<file path="config.mk">
export PLATFORM = sky130hd
export DESIGN_NAME = toe_conn_table_flat
export DESIGN_NICKNAME = d
export VERILOG_FILES = /design/src/rtl/toe_conn_table_if.sv /design/src/rtl/toe_conn_table.sv /design/src/flat_wrapper.sv
export SDC_FILE = /design/constraint.sdc
export NUM_CORES = 1
export LEC_CHECK = 0
export CORE_ASPECT_RATIO = 0.9
export CORE_MARGIN = 3
export CORE_UTILIZATION = 30
export DETAILED_ROUTE_END_ITERATION = 10
export GPL_TIMING_DRIVEN = 0
export SKIP_CTS_REPAIR_TIMING = 1
export SYNTH_ARGS = -nofsm -noshare
export SYNTH_HDL_FRONTEND = slang
export SYNTH_SLANG_ARGS = --single-unit
</file>
<file path="constraint.sdc">
create_clock -name clk -period 5.23 [get_ports clk]
set_input_delay 1.569 -clock clk [delete_from_list [all_inputs] [get_ports clk]]
set_output_delay 1.569 -clock clk [all_outputs]
set_load 0.05 [all_outputs]
</file>
<file path="src/rtl/toe_conn_table_if.sv">
// Memory-mapped slave bus for the connection-table manager:
// 64-bit write path, 32-bit registered read path.
interface toe_conn_table_if;
  logic        chipselect;
  logic        write;
  logic        read;
  logic        address;
  logic [63:0] writedata;
  logic [31:0] readdata;

  modport master (
    output chipselect, write, read, address, writedata,
    input  readdata
  );

  modport slave (
    input  chipselect, write, read, address, writedata,
    output readdata
  );
endinterface

</file>
<file path="src/rtl/toe_conn_table.sv">
// Connection-table manager: duplicate scan, lowest-free allocation, teardown
// and DONE/ERROR/ID status reporting behind a memory-mapped slave.
module toe_conn_table #(
  parameter int MAX_CONN = 16,
  parameter int ID_W     = 4,
  parameter int KEY_W    = 36
) (
  input  logic             clk,
  input  logic             reset,
  toe_conn_table_if.slave  bus
);

  localparam int ACNT_W  = ID_W + 1;
  // Key field starts at bit 8 unless a wide KILL_ID pushes it up.
  localparam int KEY_LSB = (ID_W > 4) ? ID_W + 4 : 8;

  typedef enum logic [1:0] {
    IDLE,
    SCAN,
    COMMIT,
    KILL
  } state_t;

  state_t              state_q, state_d;
  logic [ID_W-1:0]     scan_idx_q, scan_idx_d;
  logic [KEY_W-1:0]    key_q, key_d;
  logic [ID_W-1:0]     kill_id_q, kill_id_d;
  logic                match_found_q, match_found_d;
  logic [ID_W-1:0]     match_idx_q, match_idx_d;
  logic                free_found_q, free_found_d;
  logic [ID_W-1:0]     free_idx_q, free_idx_d;
  logic [MAX_CONN-1:0] valid_q, valid_d;
  logic [ACNT_W-1:0]   active_cnt_q, active_cnt_d;
  logic [ID_W-1:0]     new_id_q, new_id_d;
  logic                error_q, error_d;
  logic [2:0]          err_code_q, err_code_d;
  logic                drop_q, drop_d;
  logic [31:0]         readdata_q, readdata_d;

  logic [KEY_W-1:0]    key_mem_q [MAX_CONN];
  logic                mem_we;
  logic [ID_W-1:0]     mem_waddr;

  logic                done;
  logic                wr_cmd;
  logic                wd_new;
  logic                wd_kill;
  logic [ID_W-1:0]     wd_kill_id;
  logic [KEY_W-1:0]    wd_key;
  logic [31:0]         status_w;
  logic                unused_wd;

  assign done       = (state_q == IDLE);
  assign wr_cmd     = bus.chipselect & bus.write & ~bus.address;
  assign wd_new     = bus.writedata[0];
  assign wd_kill    = bus.writedata[1];
  assign wd_kill_id = bus.writedata[4 +: ID_W];
  assign wd_key     = bus.writedata[KEY_LSB +: KEY_W];
  assign unused_wd  = ^bus.writedata;
  assign bus.readdata = readdata_q;

  // Status word as seen by address 0 reads.
  always_comb begin
    status_w        = '0;
    status_w[15:0]  = 16'(new_id_q);
    status_w[16]    = done;
    status_w[17]    = error_q;
    status_w[20:18] = err_code_q;
    status_w[21]    = drop_q;
  end

  // Next-state, table update and status update.
  always_comb begin
    state_d       = state_q;
    scan_idx_d    = scan_idx_q;
    key_d         = key_q;
    kill_id_d     = kill_id_q;
    match_found_d = match_found_q;
    match_idx_d   = match_idx_q;
    free_found_d  = free_found_q;
    free_idx_d    = free_idx_q;
    valid_d       = valid_q;
    active_cnt_d  = active_cnt_q;
    new_id_d      = new_id_q;
    error_d       = error_q;
    err_code_d    = err_code_q;
    drop_d        = drop_q;
    mem_we        = 1'b0;
    mem_waddr     = '0;

    if (wr_cmd && !done) begin
      drop_d = 1'b1;
    end

    unique case (state_q)
      IDLE: begin
        if (wr_cmd) begin
          unique case ({wd_kill, wd_new})
            2'b01: begin
              key_d         = wd_key;
              scan_idx_d    = '0;
              match_found_d = 1'b0;
              free_found_d  = 1'b0;
              drop_d        = 1'b0;
              state_d       = SCAN;
            end
            2'b10: begin
              kill_id_d = wd_kill_id;
              drop_d    = 1'b0;
              state_d   = KILL;
            end
            2'b11: begin
              error_d    = 1'b1;
              err_code_d = 3'd4;
              drop_d     = 1'b0;
            end
            default: ;
          endcase
        end
      end

      SCAN: begin
        if (valid_q[scan_idx_q] && (key_mem_q[scan_idx_q] == key_q) && !match_found_q) begin
          match_found_d = 1'b1;
          match_idx_d   = scan_idx_q;
        end
        if (!valid_q[scan_idx_q] && !free_found_q) begin
          free_found_d = 1'b1;
          free_idx_d   = scan_idx_q;
        end
        if (scan_idx_q == ID_W'(MAX_CONN - 1)) begin
          state_d = COMMIT;
        end else begin
          scan_idx_d = scan_idx_q + ID_W'(1);
        end
      end

      COMMIT: begin
        if (match_found_q) begin
          error_d    = 1'b1;
          err_code_d = 3'd1;
          new_id_d   = match_idx_q;
        end else if (free_found_q) begin
          mem_we              = 1'b1;
          mem_waddr           = free_idx_q;
          valid_d[free_idx_q] = 1'b1;
          active_cnt_d        = active_cnt_q + ACNT_W'(1);
          new_id_d            = free_idx_q;
          error_d             = 1'b0;
          err_code_d          = 3'd0;
        end else begin
          error_d    = 1'b1;
          err_code_d = 3'd2;
        end
        state_d = IDLE;
      end

      KILL: begin
        if (valid_q[kill_id_q]) begin
          valid_d[kill_id_q] = 1'b0;
          active_cnt_d       = active_cnt_q - ACNT_W'(1);
          error_d            = 1'b0;
          err_code_d         = 3'd0;
        end else begin
          error_d    = 1'b1;
          err_code_d = 3'd3;
        end
        state_d = IDLE;
      end

      default: state_d = IDLE;
    endcase
  end

  // Registered read data; holds when no read strobe.
  always_comb begin
    readdata_d = readdata_q;
    if (bus.chipselect && bus.read) begin
      readdata_d = bus.address ? 32'(active_cnt_q) : status_w;
    end
  end

  // Control and status registers.
  always_ff @(posedge clk) begin
    if (reset) begin
      state_q       <= IDLE;
      scan_idx_q    <= '0;
      key_q         <= '0;
      kill_id_q     <= '0;
      match_found_q <= 1'b0;
      match_idx_q   <= '0;
      free_found_q  <= 1'b0;
      free_idx_q    <= '0;
      valid_q       <= '0;
      active_cnt_q  <= '0;
      new_id_q      <= '0;
      error_q       <= 1'b0;
      err_code_q    <= '0;
      drop_q        <= 1'b0;
      readdata_q    <= '0;
    end else begin
      state_q       <= state_d;
      scan_idx_q    <= scan_idx_d;
      key_q         <= key_d;
      kill_id_q     <= kill_id_d;
      match_found_q <= match_found_d;
      match_idx_q   <= match_idx_d;
      free_found_q  <= free_found_d;
      free_idx_q    <= free_idx_d;
      valid_q       <= valid_d;
      active_cnt_q  <= active_cnt_d;
      new_id_q      <= new_id_d;
      error_q       <= error_d;
      err_code_q    <= err_code_d;
      drop_q        <= drop_d;
      readdata_q    <= readdata_d;
    end
  end

  // Key storage; contents survive reset, validity lives in valid_q.
  always_ff @(posedge clk) begin
    if (mem_we && !reset) begin
      key_mem_q[mem_waddr] <= key_q;
    end
  end

endmodule
</file>
<file path="src/flat_wrapper.sv">
// flat-port wrapper written by rule: the top's interface ports become plain ports
module toe_conn_table_flat 
#(
  parameter int MAX_CONN = 16,
  parameter int ID_W     = 4,
  parameter int KEY_W    = 36
)
  (clk, reset, bus_chipselect, bus_write, bus_read, bus_address, bus_writedata, bus_readdata);
  toe_conn_table_if bus_i ();
  input  logic clk;
  input  logic reset;
  input wire logic [$bits(bus_i.chipselect)-1:0] bus_chipselect;
  input wire logic [$bits(bus_i.write)-1:0] bus_write;
  input wire logic [$bits(bus_i.read)-1:0] bus_read;
  input wire logic [$bits(bus_i.address)-1:0] bus_address;
  input wire logic [$bits(bus_i.writedata)-1:0] bus_writedata;
  output wire logic [$bits(bus_i.readdata)-1:0] bus_readdata;
  assign bus_i.chipselect = bus_chipselect;
  assign bus_i.write = bus_write;
  assign bus_i.read = bus_read;
  assign bus_i.address = bus_address;
  assign bus_i.writedata = bus_writedata;
  assign bus_readdata = bus_i.readdata;
  toe_conn_table #(.MAX_CONN(MAX_CONN), .ID_W(ID_W), .KEY_W(KEY_W)) u_core (.clk(clk), .reset(reset), .bus(bus_i));
endmodule
</file>
Word level (Yosys, flattened, before mapping)
Memory sizes are Yosys's and may differ from the RTL's. A register that Yosys moved wholly into a read port is not among the register bits.
Cells that the tools add are included.
- memories kept: 1
- output and inout bits: 32
- bits in writable memories: 576
- bits in registers: 118
- bits in read-only memories: 0
- input port bits: 70
- bits in latches: 0
- memories (name ; depth ; bits a word ; read ports ; clocked after Yosys merged registers in ; wr ports ; line ; source):
    u_core.key_mem_q ; 16 ; 36 ; 1 ; 1 ; 1 ; toe_conn_table.sv:40 ; logic [KEY_W-1:0] key_mem_q [MAX_CONN];
- reductions and logical operators: 31
- multiply operators: 0
- $lt $le $gt $ge: 5
- mux-type cells: 59
- add/sub/neg operators: 3
- divide/modulo/power cells: 0
- bitwise gates (word level): 6
- eq/ne operators: 19
- shift-type cells: 0
- operators with widths (cell ; count):
    2-to-1 mux 16 bit ; 3
    2-to-1 mux 4 bit ; 10
    == test 36 bit ; 1
    case mux 16 bit (2 select lines) ; 1
    2-to-1 mux 1 bit ; 22
    2-to-1 mux 22 bit ; 1
    AND 16 bit ; 1
    inverter 16 bit ; 1
    bitwise OR 16 bit ; 1
    AND reduction 4 bit ; 4
    less-than comparator 4 x 5 -> 1 bit (second input constant) ; 3
    2-to-1 mux 5 bit ; 3
    AND reduction 3 bit ; 4
    inequality test 2 x 1 -> 1 bit (second input constant) ; 5
    inequality test 2 bit (second input constant) ; 5
    case mux 5 bit (2 select lines) ; 1
    2-to-1 mux 3 bit ; 3
    case mux 3 bit (3 select lines) ; 1
    binary-select mux 1 bit (select 4 bit) ; 2
    demux 1 bit (select 4 bit) ; 2
    == test 2 bit (second input constant) ; 4
    >= comparator 4 x 1 -> 1 bit (second input constant) ; 2
    logical AND 1 bit ; 8
    2-to-1 mux 2 bit ; 4
    20 further kinds ; 31

Logic depth before layout (Yosys ltp)
- depth in word-level cells: 8
- depth in mapped cells: 13

Worst setup path after synthesis
Ideal clock, no wire load.
- kind: input to register
- start: input port reset
- end: memory u_core.key_mem_q[3][0], enable pin
- path buffers: 0
- stages: 3
- path slack: 121 ps
- data arrival time: 4632 ps
- library setup time: 476 ps
- cell sequence: nor3b_1 nand3_1 nor3_1
- longest elaborated chain between the ends: 4
- RTL lines (item ; line ; source):
    start, declared ; flat_wrapper.sv:11 ; input logic reset;
    zero test 1 bit ; toe_conn_table.sv:222 ; if (mem_we && !reset) begin
    logical AND 1 bit ; toe_conn_table.sv:222 ;
    2-to-1 mux 1 bit ; toe_conn_table.sv:222 ;
    2-to-1 mux 1 bit (implied by the code) ; toe_conn_table.sv:223 ; key_mem_q[mem_waddr] <= key_q;
    end, declared ; toe_conn_table.sv:40 ;
No other way between the ends.

==> report_table.html <==
<table>
<tr><th>Metric</th><th>Value</th></tr>
<tr><th colspan="2">Setup path</th></tr>
<tr><td>Launching element type of the critical path</td><td>register</td></tr>
<tr><td>Critical path's slowest cell</td><td>sky130_fd_sc_hd__nor4_1</td></tr>
<tr><td>Arrival time reported for the critical path endpoint</td><td>around 5.8 ns</td></tr>
<tr><td>Most common cell type on the critical path</td><td>sky130_fd_sc_hd__buf_1</td></tr>
<tr><td>Maximum fanout encountered on the critical timing path</td><td>10</td></tr>
<tr><td>Chain of cells forming the critical path</td><td>buf_2 -&gt; buf_1 -&gt; buf_1 -&gt; clkbuf_1 -&gt; o21ai_0 -&gt; nor4_1 -&gt; nand4_1 -&gt; a21oi_1</td></tr>
<tr><td>Family with the most delay on the worst path</td><td>buffers and inverters</td></tr>
<tr><td>WP data required</td><td>between 5 and 6 ns</td></tr>
<tr><td>Buf+Inv Stages, Crit Path</td><td>4</td></tr>
<tr><td>Flop-to-flop setup slack</td><td>-0.01 ns</td></tr>
<tr><td>Type of the setup path with the least slack</td><td>reg -&gt; reg</td></tr>
<tr><td>Max incr delay on CP</td><td>between 1 and 1.5 ns</td></tr>
<tr><td>Endpoint kind of the worst setup timing path</td><td>register</td></tr>
<tr><th colspan="2">Drt</th></tr>
<tr><td>Final WL</td><td>~75,000 um</td></tr>
<tr><td>Number of DRC violations after detailed-routing iteration 0</td><td>2,049</td></tr>
<tr><td>Per-cell routed wire length</td><td>25.4 um</td></tr>
<tr><td>Count of antenna-violating nets left after detailed routing</td><td>0</td></tr>
<tr><td>Vias/cell</td><td>5.15</td></tr>
<tr><td>Via total after detailed routing</td><td>about 15,000</td></tr>
<tr><td>Detailed-routing iteration count for the pre-antenna-repair pass</td><td>6</td></tr>
<tr><td>DR DRC count</td><td>0</td></tr>
<tr><th colspan="2">Synthesis</th></tr>
<tr><td>Post-synthesis sequential area ratio</td><td>between 70% and 80%</td></tr>
<tr><td>Cell types with the largest area share after synthesis</td><td>sky130_fd_sc_hd__edfxtp_1 (64%), sky130_fd_sc_hd__mux4_2 (11%), sky130_fd_sc_hd__dfxtp_1 (7.5%), sky130_fd_sc_hd__mux2i_1 (2.9%), sky130_fd_sc_hd__nand2_1 (1.6%)</td></tr>
<tr><td>Cell taking the most area after synthesis</td><td>sky130_fd_sc_hd__edfxtp_1</td></tr>
<tr><td>Average size of a mapped cell</td><td>approximately 17 sq um</td></tr>
<tr><td>EDFF count, synth</td><td>576</td></tr>
<tr><td>Post-synthesis register bit count</td><td>around 680</td></tr>
<tr><td>Number of distinct standard cells referenced by the synthesized netlist</td><td>66</td></tr>
<tr><td>Library cell with the highest instance count after synthesis</td><td>sky130_fd_sc_hd__edfxtp_1</td></tr>
<tr><td>Most common flop cell mapped by yosys</td><td>sky130_fd_sc_hd__edfxtp_1</td></tr>
<tr><td>Area share of the leading cell type in the synthesized netlist</td><td>63.8%</td></tr>
<tr><td>Share of flip-flops with an asynchronous set or reset</td><td>0%</td></tr>
<tr><td>Synth warn</td><td>0</td></tr>
<tr><td>Post-synthesis instance area</td><td>27,100 sq um</td></tr>
<tr><td>Top cells by count, synth</td><td>sky130_fd_sc_hd__edfxtp_1 (576), sky130_fd_sc_hd__mux4_2 (138), sky130_fd_sc_hd__nand2_1 (119), sky130_fd_sc_hd__dfxtp_1 (101), sky130_fd_sc_hd__a21oi_1 (80)</td></tr>
<tr><td>Post-synthesis cell count</td><td>between 1,500 and 2,000</td></tr>
<tr><th colspan="2">Power and ir drop</th></tr>
<tr><td>Share of power burned in the clock network</td><td>between 40% and 50%</td></tr>
<tr><td>Reported net switching power</td><td>~2.2 mW</td></tr>
<tr><td>Internal Pwr Total</td><td>approximately 8.7 mW</td></tr>
<tr><td>Power share of the sequential group</td><td>approximately 53%</td></tr>
<tr><td>Share of total power consumed by net switching</td><td>20.4%</td></tr>
<tr><td>Combinational group share of total power</td><td>3.1%</td></tr>
<tr><td>Power, Total</td><td>10.9 mW</td></tr>
<tr><td>Peak ir drop on the vdd network</td><td>between 0.0002 and 0.00025 V</td></tr>
<tr><td>Leakage power</td><td>10.9 nW</td></tr>
<tr><td>Total power density per cell area</td><td>339 nW/um^2</td></tr>
<tr><th colspan="2">Timing</th></tr>
<tr><td>Peak Freq</td><td>between 150 and 200 MHz</td></tr>
<tr><td>Endpoints failing setup</td><td>1</td></tr>
<tr><td>Worst-case clock skew</td><td>~0.024 ns</td></tr>
<tr><td>Tmin final</td><td>5.24 ns</td></tr>
<tr><td>Unrepaired setup endpoints after global routing</td><td>false</td></tr>
<tr><td>PnR worst setup slack</td><td>-0.00989 ns</td></tr>
<tr><td>Number of slew-limit violations in the final report</td><td>0</td></tr>
<tr><td>Portion of the clock cycle consumed by the worst path in the final layout</td><td>100%</td></tr>
<tr><td>Worst slew slack as a fraction of its limit</td><td>7.12%</td></tr>
<tr><td>Number of failing hold endpoints at the final stage</td><td>0</td></tr>
<tr><td>Worst-margin pin slew</td><td>approximately 1.4 ns</td></tr>
<tr><th colspan="2">Finish</th></tr>
<tr><td>Area taken by flip-flops and latches</td><td>19,300 sq um</td></tr>
<tr><td>Layout area overhead</td><td>18.7%</td></tr>
<tr><td>Final standard cell utilization of the core</td><td>between 30% and 40%</td></tr>
<tr><td>Final cell count without fillers</td><td>approximately 3,000</td></tr>
<tr><td>Ratio of cells with drive above 1 in the final layout</td><td>19.9%</td></tr>
<tr><td>Number of inserted filler cells in the final layout</td><td>just over 8,000</td></tr>
<tr><td>Final nets</td><td>between 1,500 and 2,000</td></tr>
<tr><td>Footprint of the multi-input gates</td><td>between 7000 and 8000 sq um</td></tr>
<tr><th colspan="2">Place</th></tr>
<tr><td>Last weighted congestion value of the routability-driven placer</td><td>a little over 0.8</td></tr>
<tr><td>Number of I/O port buffers</td><td>58</td></tr>
<tr><td>Cell count after placement</td><td>around 2,800</td></tr>
<tr><td>Half-perimeter wire length of the detailed placement result</td><td>around 50,000 um</td></tr>
<tr><th colspan="2">Floorplanning</th></tr>
<tr><td>Initial Util</td><td>30.6%</td></tr>
<tr><td>Vertical die dimension</td><td>just under 300 um</td></tr>
<tr><td>Num rows</td><td>roughly 100</td></tr>
<tr><td>IO Pins</td><td>around 100</td></tr>
<tr><td>Die Outline Area</td><td>around 94,000 sq um</td></tr>
<tr><td>Width of the die</td><td>roughly 320 um</td></tr>
<tr><td>Std-Cell Core Area</td><td>slightly below 90,000 sq um</td></tr>
<tr><th colspan="2">Clocking</th></tr>
<tr><td>CTS tree</td><td>done</td></tr>
<tr><td>Latest clock arrival within the worst-skew pair</td><td>0.60 ns</td></tr>
<tr><td>Longest Clk Path Bufs</td><td>3</td></tr>
<tr><td>Clock Pin Slew Worst Setup and Hold Paths</td><td>approximately 0.070 ns</td></tr>
<tr><td>Root cell of the clock tree</td><td>sky130_fd_sc_hd__clkbuf_16</td></tr>
<tr><td>Number of H-tree branching levels</td><td>3</td></tr>
<tr><td>CTS sink count</td><td>just under 700</td></tr>
<tr><td>Number of CTS-inserted buffers</td><td>67</td></tr>
<tr><th colspan="2">Global routing</th></tr>
<tr><td>Initial antenna violation count</td><td>2</td></tr>
<tr><td>Vias in the first global route</td><td>~15,000</td></tr>
<tr><td>GR Util All Layers</td><td>between 15 and 20%</td></tr>
<tr><td>Total gr overflow</td><td>0</td></tr>
<tr><td>Largest net degree at the start of global routing</td><td>24</td></tr>
<tr><td>Wire length of the first global-routing pass</td><td>between 100,000 and 150,000 um</td></tr>
<tr><th colspan="2">Hold path</th></tr>
<tr><td>Type of the tightest min-delay check</td><td>reg -&gt; reg</td></tr>
<tr><td>Startpoint of the lowest-slack hold path</td><td>u_core.bus.readdata[18]$_SDFFE_PP0P_</td></tr>
<tr><th colspan="2">Outcome</th></tr>
<tr><td>Run status</td><td>complete, but fails checks</td></tr>
<tr><td>Failing checks</td><td>negative setup slack</td></tr>
<tr><th colspan="2">Job</th></tr>
<tr><td>Number of max-capacitance violations reported</td><td>0</td></tr>
</table>
==> power groups by stage <==
stage / clock [mW] / combinational (mW) / sequential, mW
global route: 5.05 / 0.362 / 5.82
CTS: 4.83 / 0.340 / 5.82
detailed placement: 0 / 0.338 / 5.93
finish: 4.76 / 0.340 / 5.82
floorplan: 0 / 0.202 / 5.93
global placement: 0 / 0.336 / 5.93
==> per-stage QoR <==
step / TNS [ns] / hold WS, ns / setup WS [ns] / instance area, sq um
finish: -0.00989 / 0.470 / -0.00989 / 32200
global route: 0 / 0.497 / 0.0248 / 32200
CTS: 0 / 0.471 / 0.148 / 32200
detailed placement: 0 / 0.454 / 0.109 / 30000
global placement: -1460.89 / 0.457 / -4.73 / 29200
floorplan: 0 / 0.436 / 0.121 / 27200
==> final timing paths <==
check                                              end  cells past startpoint
setup / recovery    u_core.match_idx_q[0]$_SDFFE_PP0P_                      8
hold / removal    u_core.bus.readdata[18]$_SDFFE_PP0P_                      2
hold reg to reg   u_core.bus.readdata[18]$_SDFFE_PP0P_                      2
setup reg to reg    u_core.match_idx_q[0]$_SDFFE_PP0P_                      8
==> routing by layer <==
layer | vias to the layer above | global-route usage, % | part of all wire [%]
met3 | 111 | 4.66 | 11
met4 | 0 | 3.79 | 2.2
met1 | 7842 | 22.8 | 43
met2 | 772 | 23.5 | 44
met5 | - | 0 | 0
li1 | 6498 | - | -
==> worst reg2reg max path, stage by stage (launching register included) <==
cell and delay (ns):
sky130_fd_sc_hd__dfxtp_1 0.41, sky130_fd_sc_hd__buf_2 0.32, sky130_fd_sc_hd__buf_1 0.77, sky130_fd_sc_hd__buf_1 0.72, sky130_fd_sc_hd__clkbuf_1 0.90, sky130_fd_sc_hd__o21ai_0 0.43
sky130_fd_sc_hd__nor4_1 1.16, sky130_fd_sc_hd__nand4_1 0.23, sky130_fd_sc_hd__a21oi_1 0.22
==> area by class of cell <==
| class | instances | share of cell area, % |
|---|---|---|
| sequential | 677 | 60.0 |
| inverter | 15 | 0.175 |
| antenna | 2 | 0.0156 |
| multi-input combinational | 780 | 22.8 |
| clock inverter | 25 | 0.840 |
| timing repair buffer | 98 | 3.99 |
| tap | 1155 | 4.49 |
| buffer | 107 | 1.78 |
| clock buffer | 95 | 5.83 |
==> cells by family after synthesis <==
kind of cell,share of synthesized area [%]
adders and majority gates,0.443
AOI/OAI and AO/OA,3.78
and+or+nand+nor,5.11
xor gates and xnor gates,2.03
other,0.0138
DFF,71.2
muxes,15.0
buffers and inverters,2.34
==> state kept, by name (all words and copies together) (netlist names), named ones only <==
register              flops
u_core.drop_q             1
u_core.valid_q           16
u_core.active_cnt_q       5
u_core.state_q            2
u_core.free_found_q       1
u_core.match_idx_q        4
u_core.bus.readdata      11
u_core.error_q            1
u_core.err_code_q         3
u_core.new_id_q           4
u_core.kill_id_q          4
u_core.match_found_q      1
u_core.key_mem_q        576
u_core.scan_idx_q         4
u_core.key_q             36
u_core.free_idx_q         4
==> cell usage in the layout (no fill, tap or decap), types with 10 or more instances in the layout <==
master,count
sky130_fd_sc_hd__edfxtp_1,576
sky130_fd_sc_hd__mux4_2,138
sky130_fd_sc_hd__nand2_1,119
sky130_fd_sc_hd__dfxtp_1,101
sky130_fd_sc_hd__a21oi_1,80
sky130_fd_sc_hd__mux2i_1,78
sky130_fd_sc_hd__clkbuf_16,69
sky130_fd_sc_hd__clkbuf_1,60
sky130_fd_sc_hd__nor2_1,58
sky130_fd_sc_hd__clkdlybuf4s50_1,58
sky130_fd_sc_hd__xnor2_1,33
sky130_fd_sc_hd__xor2_1,30
sky130_fd_sc_hd__buf_2,26
sky130_fd_sc_hd__buf_4,25
sky130_fd_sc_hd__buf_6,22
sky130_fd_sc_hd__conb_1,21
sky130_fd_sc_hd__o21ai_0,18
sky130_fd_sc_hd__nor3_1,17
sky130_fd_sc_hd__inv_1,13
sky130_fd_sc_hd__nand3_1,13
sky130_fd_sc_hd__nor2_4,12
sky130_fd_sc_hd__clkinv_2,12
sky130_fd_sc_hd__buf_1,11
sky130_fd_sc_hd__nand4_1,11
sky130_fd_sc_hd__nand3b_1,10
sky130_fd_sc_hd__buf_12,10
sky130_fd_sc_hd__buf_16,10
Note: power is estimated with default switching activity, not from simulation.
